===== config.mk =====
export PLATFORM = sky130hd
export DESIGN_NAME = bin_display_scan_ctrl
export DESIGN_NICKNAME = d
export VERILOG_FILES = /design/src/rtl/bin_display_scan_ctrl.sv
export SDC_FILE = /design/constraint.sdc
export NUM_CORES = 1
export LEC_CHECK = 0
export BUFFER_PORTS_ARGS = -buffer_cell sky130_fd_sc_hd__buf_2
export CORE_UTILIZATION = 40
export CTS_BUF_LIST = sky130_fd_sc_hd__clkbuf_8
export CTS_CLUSTER_DIAMETER = 30
export CTS_CLUSTER_SIZE = 12
export DETAILED_ROUTE_END_ITERATION = 10
export GPL_TIMING_DRIVEN = 0
export PLACE_DENSITY_LB_ADDON = 0.05
export SYNTH_ARGS = -nofsm -noshare
export SYNTH_HDL_FRONTEND = slang
export SYNTH_SLANG_ARGS = --single-unit

===== constraint.sdc =====
create_clock -name clk -period 2.4 [get_ports clk]
set_input_delay 0.36 -clock clk [delete_from_list [all_inputs] [get_ports clk]]
set_output_delay 0.36 -clock clk [all_outputs]
set_load 0.02 [all_outputs]

===== src/rtl/bin_display_scan_ctrl.sv =====
// Purpose: accepts a 0..15 binary value, splits it into tens/units BCD and scans both digits onto one shared segment decoder.
// Latency: new value on bcd_digit/digit_sel one cycle after the transfer edge (one CONVERT cycle).
// Backpressure: bin_ready drops for the single CONVERT cycle, so at most one value every 2 cycles is taken.
module bin_display_scan_ctrl #(
  parameter int SCAN_DIV = 50000
) (
  input  logic       clk,
  input  logic       rst_n,
  input  logic       bin_valid,
  input  logic [3:0] bin_data,
  output logic       bin_ready,
  output logic [3:0] bcd_digit,
  output logic [1:0] digit_sel,
  output logic       disp_valid
);

  localparam int CW = (SCAN_DIV > 1) ? $clog2(SCAN_DIV) : 1;
  localparam logic [CW-1:0] CNT_LAST = CW'(SCAN_DIV - 1);

  typedef enum logic [1:0] {
    IDLE    = 2'd0,
    CONVERT = 2'd1,
    SCAN    = 2'd2
  } state_t;

  // slot encoding: 0 = units digit, 1 = tens digit
  state_t        state, state_nxt;
  logic [3:0]    value_reg, value_nxt;
  logic [3:0]    tens_reg, tens_nxt;
  logic [3:0]    units_reg, units_nxt;
  logic [CW-1:0] cnt, cnt_nxt;
  logic          slot, slot_nxt;
  logic [3:0]    bcd_nxt;
  logic [1:0]    sel_nxt;
  logic          dv_nxt;
  logic          xfer;

  // Ready is purely a function of state: only the CONVERT bubble refuses input.
  assign bin_ready = (state != CONVERT);
  assign xfer      = bin_valid && bin_ready;

  // State register.
  always_ff @(posedge clk or negedge rst_n) begin
    if (!rst_n) begin
      state <= IDLE;
    end else begin
      state <= state_nxt;
    end
  end

  // Datapath and registered outputs.
  always_ff @(posedge clk or negedge rst_n) begin
    if (!rst_n) begin
      value_reg  <= 4'd0;
      tens_reg   <= 4'd0;
      units_reg  <= 4'd0;
      cnt        <= '0;
      slot       <= 1'b0;
      bcd_digit  <= 4'd0;
      digit_sel  <= 2'b00;
      disp_valid <= 1'b0;
    end else begin
      value_reg  <= value_nxt;
      tens_reg   <= tens_nxt;
      units_reg  <= units_nxt;
      cnt        <= cnt_nxt;
      slot       <= slot_nxt;
      bcd_digit  <= bcd_nxt;
      digit_sel  <= sel_nxt;
      disp_valid <= dv_nxt;
    end
  end

  // Next-state, conversion and next-output decode; outputs hold unless a slot changes.
  always_comb begin
    state_nxt = state;
    value_nxt = value_reg;
    tens_nxt  = tens_reg;
    units_nxt = units_reg;
    cnt_nxt   = cnt;
    slot_nxt  = slot;
    bcd_nxt   = bcd_digit;
    sel_nxt   = digit_sel;
    dv_nxt    = disp_valid;

    case (state)
      IDLE: begin
        if (xfer) begin
          value_nxt = bin_data;
          state_nxt = CONVERT;
        end
      end

      CONVERT: begin
        // Values 10..15 have tens digit 1; the subtraction cannot wrap here.
        if (value_reg > 4'd9) begin
          tens_nxt  = 4'd1;
          units_nxt = value_reg - 4'd10;
        end else begin
          tens_nxt  = 4'd0;
          units_nxt = value_reg;
        end
        cnt_nxt   = '0;
        slot_nxt  = 1'b0;
        sel_nxt   = 2'b01;
        bcd_nxt   = units_nxt;
        dv_nxt    = 1'b1;
        state_nxt = SCAN;
      end

      SCAN: begin
        if (xfer) begin
          // Old digits stay on the display through the CONVERT cycle.
          value_nxt = bin_data;
          state_nxt = CONVERT;
        end else if (cnt == CNT_LAST) begin
          cnt_nxt  = '0;
          slot_nxt = ~slot;
          if (slot) begin
            sel_nxt = 2'b01;
            bcd_nxt = units_reg;
          end else if (tens_reg == 4'd0) begin
            // Leading-zero blanking: the tens slot still takes its full time, unlit.
            sel_nxt = 2'b00;
            bcd_nxt = 4'd0;
          end else begin
            sel_nxt = 2'b10;
            bcd_nxt = tens_reg;
          end
        end else begin
          cnt_nxt = cnt + 1'b1;
        end
      end

      default: begin
        state_nxt = IDLE;
      end
    endcase
  end

endmodule

Word level (Yosys, flattened, before mapping)
Cells that the tools add are included.
Word-level totals
  input port bits: 7
  memories kept: 0
  RAM bits: 0
  output and inout port bits: 8
  bits in read-only memories: 0
  latch bits: 0
  flip-flop bits (word level): 38
Operators by class
  bitwise logic cells: 1
  $add $sub $neg: 2
  muxes and demuxes: 20
  reduce and logical (&&, ||, !) cells: 8
  order comparisons: 1
  shift operators: 0
  equal/unequal tests: 7
  divide/modulo/power cells: 0
  multipliers: 0
Operators by type and width (number)
  $mux 16: 2
  $pmux 16 s2: 1
  $mux 4: 5
  $add 16x1->16 const B: 1
  $eq 16x16->1 const B: 1
  $mux 2: 5
  $pmux 2 s2: 2
  $pmux 4 s2: 1
  $gt 4x4->1 const B: 1
  $logic_not 4->1: 1
  $ne 2x1->1 const B: 2
  $ne 2x2->1 const B: 2
  $reduce_and 2->1: 2
  $sub 4x4->4 const B: 1
  $mux 1: 3
  $reduce_and 3->1: 1
  $eq 2x1->1 const B: 1
  $eq 2x2->1 const B: 1
  $logic_not 2->1: 1
  $pmux 1 s2: 1
  $reduce_bool 2->1: 1
  $reduce_or 2->1: 1
  $logic_and 1x1->1: 1
  $not 1->1: 1

Logic depth before layout (Yosys ltp)
  depth after elaboration: 6
  gate-level depth with buffers: 7

Worst setup path after synthesis
No wires, ideal clock.
  kind: register -> register
  start point: register cnt[0]
  end point: register bcd_digit[0]
  data arrival time: 1536 ps
  clock period less this slack: 1661 ps
  stages on the path, launching flop included: 7
  buffers on the path: 1
  slack: 739 ps
  cells stage by stage: dfrtp_1 -> ha_1 -> and3_1 -> buf_2 -> nand4_4 -> o21ai_4 -> mux2_2
On the way
  longest elaborated chain between the ends: 3
RTL lines
  start, declared: line 31  | logic [CW-1:0] cnt, cnt_nxt;
  start signal, assigned: line 66  | cnt <= cnt_nxt;
  $eq 16x16->1: line 116  | end else if (cnt == CNT_LAST) begin
  $ne 2x2->1 (no source line)
  $reduce_and 3->1 (no source line)
  end signal, assigned: line 68  | bcd_digit <= bcd_nxt;
  end, declared: line 12  | output logic [3:0] bcd_digit,
Every way passes these cells.
A chain may end at the register's enable or synchronous reset.

Worst setup path in the final report
  start point: register cnt[0]
  end point: register bcd_digit[3]
Same word-level chain as after synthesis.

==> impl_metrics.xml <==
<?xml version="1.0" encoding="UTF-8"?>
<metrics>
  <group name="status">
    <metric name="status" unit="">completed</metric>
  </group>
  <group name="timing">
    <metric name="timing_max_transition_violations_final" unit="">0</metric>
    <metric name="tns" unit="ns">0</metric>
    <metric name="rsz_0062_raised_after_global_routing" unit="">no</metric>
    <metric name="timing.clock.skew" unit="ns">0.00681</metric>
    <metric name="final_setup_violation_count" unit="">0</metric>
    <metric name="timing.fmax" unit="MHz">523</metric>
    <metric name="tightest_slew" unit="ns">0.772</metric>
    <metric name="finalHoldViolations" unit="">0</metric>
    <metric name="final_min_period_over_clock_period" unit="%">79.6</metric>
    <metric name="slew-limit-headroom" unit="%">48.5</metric>
    <metric name="setup_slack" unit="ns">0.489</metric>
    <metric name="period_needed" unit="ns">1.91</metric>
  </group>
  <group name="setup_path">
    <metric name="critical_path_arrival" unit="ns">2.08</metric>
    <metric name="worst_path_largest_cell_delay" unit="ns">0.40</metric>
    <metric name="crit_type" unit="">reg2reg</metric>
    <metric name="data_required_critical_path" unit="ns">2.57</metric>
    <metric name="crit_chain" unit="">ha_1, and3_1, buf_2, nand4_4, o21ai_4, mux2_2</metric>
    <metric name="worstPathBufferInverterCount" unit="">1</metric>
    <metric name="worst-path-max-fanout" unit="">9</metric>
    <metric name="worst_setup_path_start_kind" unit="">flip-flop</metric>
    <metric name="worstSetupEndpointType" unit="">flip-flop</metric>
    <metric name="cp_slowest_cell" unit="">dfrtp_1</metric>
    <metric name="critical_path.top_delay_family" unit="">flip-flops</metric>
  </group>
  <group name="place">
    <metric name="gp_congestion" unit="">0.771</metric>
    <metric name="numPlacedInstances" unit="">248</metric>
    <metric name="dp_hpwl" unit="mm">2.78</metric>
    <metric name="place_ws" unit="ns">0.512</metric>
    <metric name="io_buffers" unit="">14</metric>
  </group>
  <group name="layout">
    <metric name="fillerInstances" unit="">429</metric>
    <metric name="largest_register_ffs" unit="">16</metric>
    <metric name="antenna_cells_inserted" unit="">0</metric>
    <metric name="drive_above_1_share" unit="%">26.0</metric>
    <metric name="ff_latch_area" unit="um^2">876</metric>
    <metric name="post-route-util" unit="%">47.1</metric>
    <metric name="fin_nets" unit="">212</metric>
    <metric name="registers.top_by_ff_count" unit="">cnt</metric>
    <metric name="final_common_cell" unit="">dfrtp_1</metric>
    <metric name="layoutNonFillerInstCount" unit="">256</metric>
    <metric name="multi_input_area" unit="um^2">888</metric>
    <metric name="mostFrequentLayoutCells" unit="">dfrtp_1 (35), buf_2 (22), a31oi_1 (19)</metric>
    <metric name="area_delta_synth_final" unit="%">11.8</metric>
  </group>
  <group name="logic_synthesis">
    <metric name="yosysTopAreaCellShare" unit="%">47.1</metric>
    <metric name="synth.net_count" unit="">191</metric>
    <metric name="synth_edf_count" unit="">0</metric>
    <metric name="synthesis.area_per_instance" unit="um^2">10.2</metric>
    <metric name="yosysSeqAreaShare" unit="%">47.1</metric>
    <metric name="syn-instance-count" unit="">182</metric>
    <metric name="netlist_area" unit="um^2">1860</metric>
    <metric name="synth.top_cells.by_area" unit="">dfrtp_1 (47%), a31oi_1 (6.4%), mux2_2 (6.1%)</metric>
    <metric name="synth-async-reset-ratio" unit="%">100</metric>
    <metric name="leading_register_cell_type_out_of_synthesis" unit="">dfrtp_1</metric>
    <metric name="yosysTopAreaCell" unit="">dfrtp_1</metric>
    <metric name="postSynthRegisterBits" unit="">35</metric>
    <metric name="synthesis.yosys.warnings" unit="">0</metric>
    <metric name="count_of_distinct_cell_types_in_the_synthesized_netlist" unit="">41</metric>
  </group>
  <group name="cts">
    <metric name="clk_pin_slew_worst_paths" unit="ns">0.07</metric>
    <metric name="htree_levels" unit="">2</metric>
    <metric name="cts_max_path_buffers" unit="">2</metric>
    <metric name="clock_tree.root_cell" unit="">clkbuf_8</metric>
    <metric name="tritoncts" unit="">done</metric>
    <metric name="post_cts_sizing" unit="">0</metric>
    <metric name="clock_latency_on_the_worst_skew_pair" unit="ns">0.29</metric>
    <metric name="postCtsSetupRepairBufs" unit="">0</metric>
    <metric name="cts_buffers" unit="">5</metric>
    <metric name="clock_sinks" unit="">35</metric>
    <metric name="cts_hold_buffers" unit="">0</metric>
  </group>
  <group name="hold_path">
    <metric name="hp-class" unit="">in2async</metric>
  </group>
  <group name="global_routing">
    <metric name="grt_antenna_before_repair" unit="">0</metric>
    <metric name="grt-ovfl-total" unit="">0</metric>
    <metric name="grt_pass1_vias" unit="">1384</metric>
    <metric name="global_route_wire_length_before_repair" unit="mm">7.02</metric>
    <metric name="track_usage" unit="%">18.5</metric>
    <metric name="grt_start_max_net_pins" unit="">36</metric>
  </group>
  <group name="floorplanning">
    <metric name="row_count" unit="">24</metric>
    <metric name="fp.dieArea" unit="um^2">4930</metric>
    <metric name="placeableCoreArea" unit="um^2">4410</metric>
    <metric name="chipHeight" unit="um">70.2</metric>
    <metric name="ios" unit="">15</metric>
    <metric name="dieWidth" unit="um">70.2</metric>
    <metric name="start_util" unit="%">42.1</metric>
  </group>
  <group name="route">
    <metric name="detailed_router_iteration_count_before_antenna_repair" unit="">4</metric>
    <metric name="dr.first_iter.drc_count" unit="">108</metric>
    <metric name="detail_routed_via_count_per_cell" unit="">5.74</metric>
    <metric name="postRouteAntennaNets" unit="">0</metric>
    <metric name="detail_route.wirelength" unit="mm">4.05</metric>
    <metric name="post-route-drc-count" unit="">0</metric>
    <metric name="vias" unit="">1469</metric>
    <metric name="wire_per_inst" unit="um">15.8</metric>
  </group>
  <group name="power_and_ir_drop">
    <metric name="power.ir.vdd_worst" unit="mV">0.409</metric>
    <metric name="p_leak" unit="uW">0.000936</metric>
    <metric name="report.power.total" unit="uW">1420</metric>
    <metric name="power_density" unit="nW/um^2">685</metric>
  </group>
  <group name="flow_run">
    <metric name="cap_viol_max_count" unit="">0</metric>
  </group>
</metrics>
==> cell type report <==
| class | count | share of cell area [%] |
|---|---|---|
| multi-input cells | 126 | 42.7 |
| flip-flops and latches | 35 | 42.1 |
| repair buffers | 14 | 3.37 |
| clock buffers | 5 | 3.31 |
| well taps | 52 | 3.13 |
| plain buffers | 11 | 2.83 |
| inverters | 10 | 1.81 |
| clock inverters | 3 | 0.722 |
==> per-stage QoR <==
step | instance area, um^2 | hold WS (ns)
2_1_floorplan | 1860 | 0.0644
3_3_place_gp | 2000 | 0.450
3_5_place_dp | 2000 | 0.461
4_1_cts | 2080 | 0.181
5_1_grt | 2080 | 0.210
6_report | 2080 | 0.144
==> cell usage after synthesis (all sizes together), types with 2 or more instances <==
library cell / count
mux2i: 2
inv: 10
o21ai: 12
nor2: 7
o211ai: 3
nand4: 5
and4: 2
nand3b: 2
nand2: 14
mux2: 10
ha: 2
a21oi: 6
a31oi: 19
nand3: 12
and2: 2
a22o: 2
and4bb: 2
nand2b: 4
buf: 10
dfrtp: 35
and3: 7
==> final timing paths <==
kind | startpoint | to | slack (ns) | cells past startpoint
max in group asynchronous | rst_n | cnt[1] | 1.77 | 1
hold / removal | rst_n | value_reg[1] | 0.14 | 1
setup / recovery | cnt[0] | bcd_digit[3] | 0.49 | 6
setup reg to reg | cnt[0] | bcd_digit[3] | 0.49 | 6
hold reg to reg | disp_valid | disp_valid | 0.48 | 1
min in group clk | bin_data[1] | value_reg[1] | 0.28 | 3
==> cells by family (layout without fill, tap and decap cells) <==
kind of cell	after synthesis	count (layout)	share of synthesized area, %
adder cells (fa/ha/maj)	2	2	1.34
multiplexers	12	12	7.13
AND/OR/NAND/NOR	62	62	21.4
flip-flops	35	35	47.1
AO/OA/AOI/OAI	50	50	17.9
buffers and inverters	21	43	5.18
==> routing by layer <==
metal | vias to the layer above | global-route usage (%) | share of wire (%)
met1 | 724 | 29.0 | 53
met2 | 26 | 24.5 | 42
met4 | 0 | 7.11 | 1.4
met5 | - | 0 | 0
met3 | 7 | 3.90 | 3.5
li1 | 712 | - | -
==> where the power goes <==
group	internal [uW]	switching [uW]
logic	114	165
registers	669	54.3
clock network	199	224
total	982	443
No activity file was read; power rests on OpenSTA's default activity.
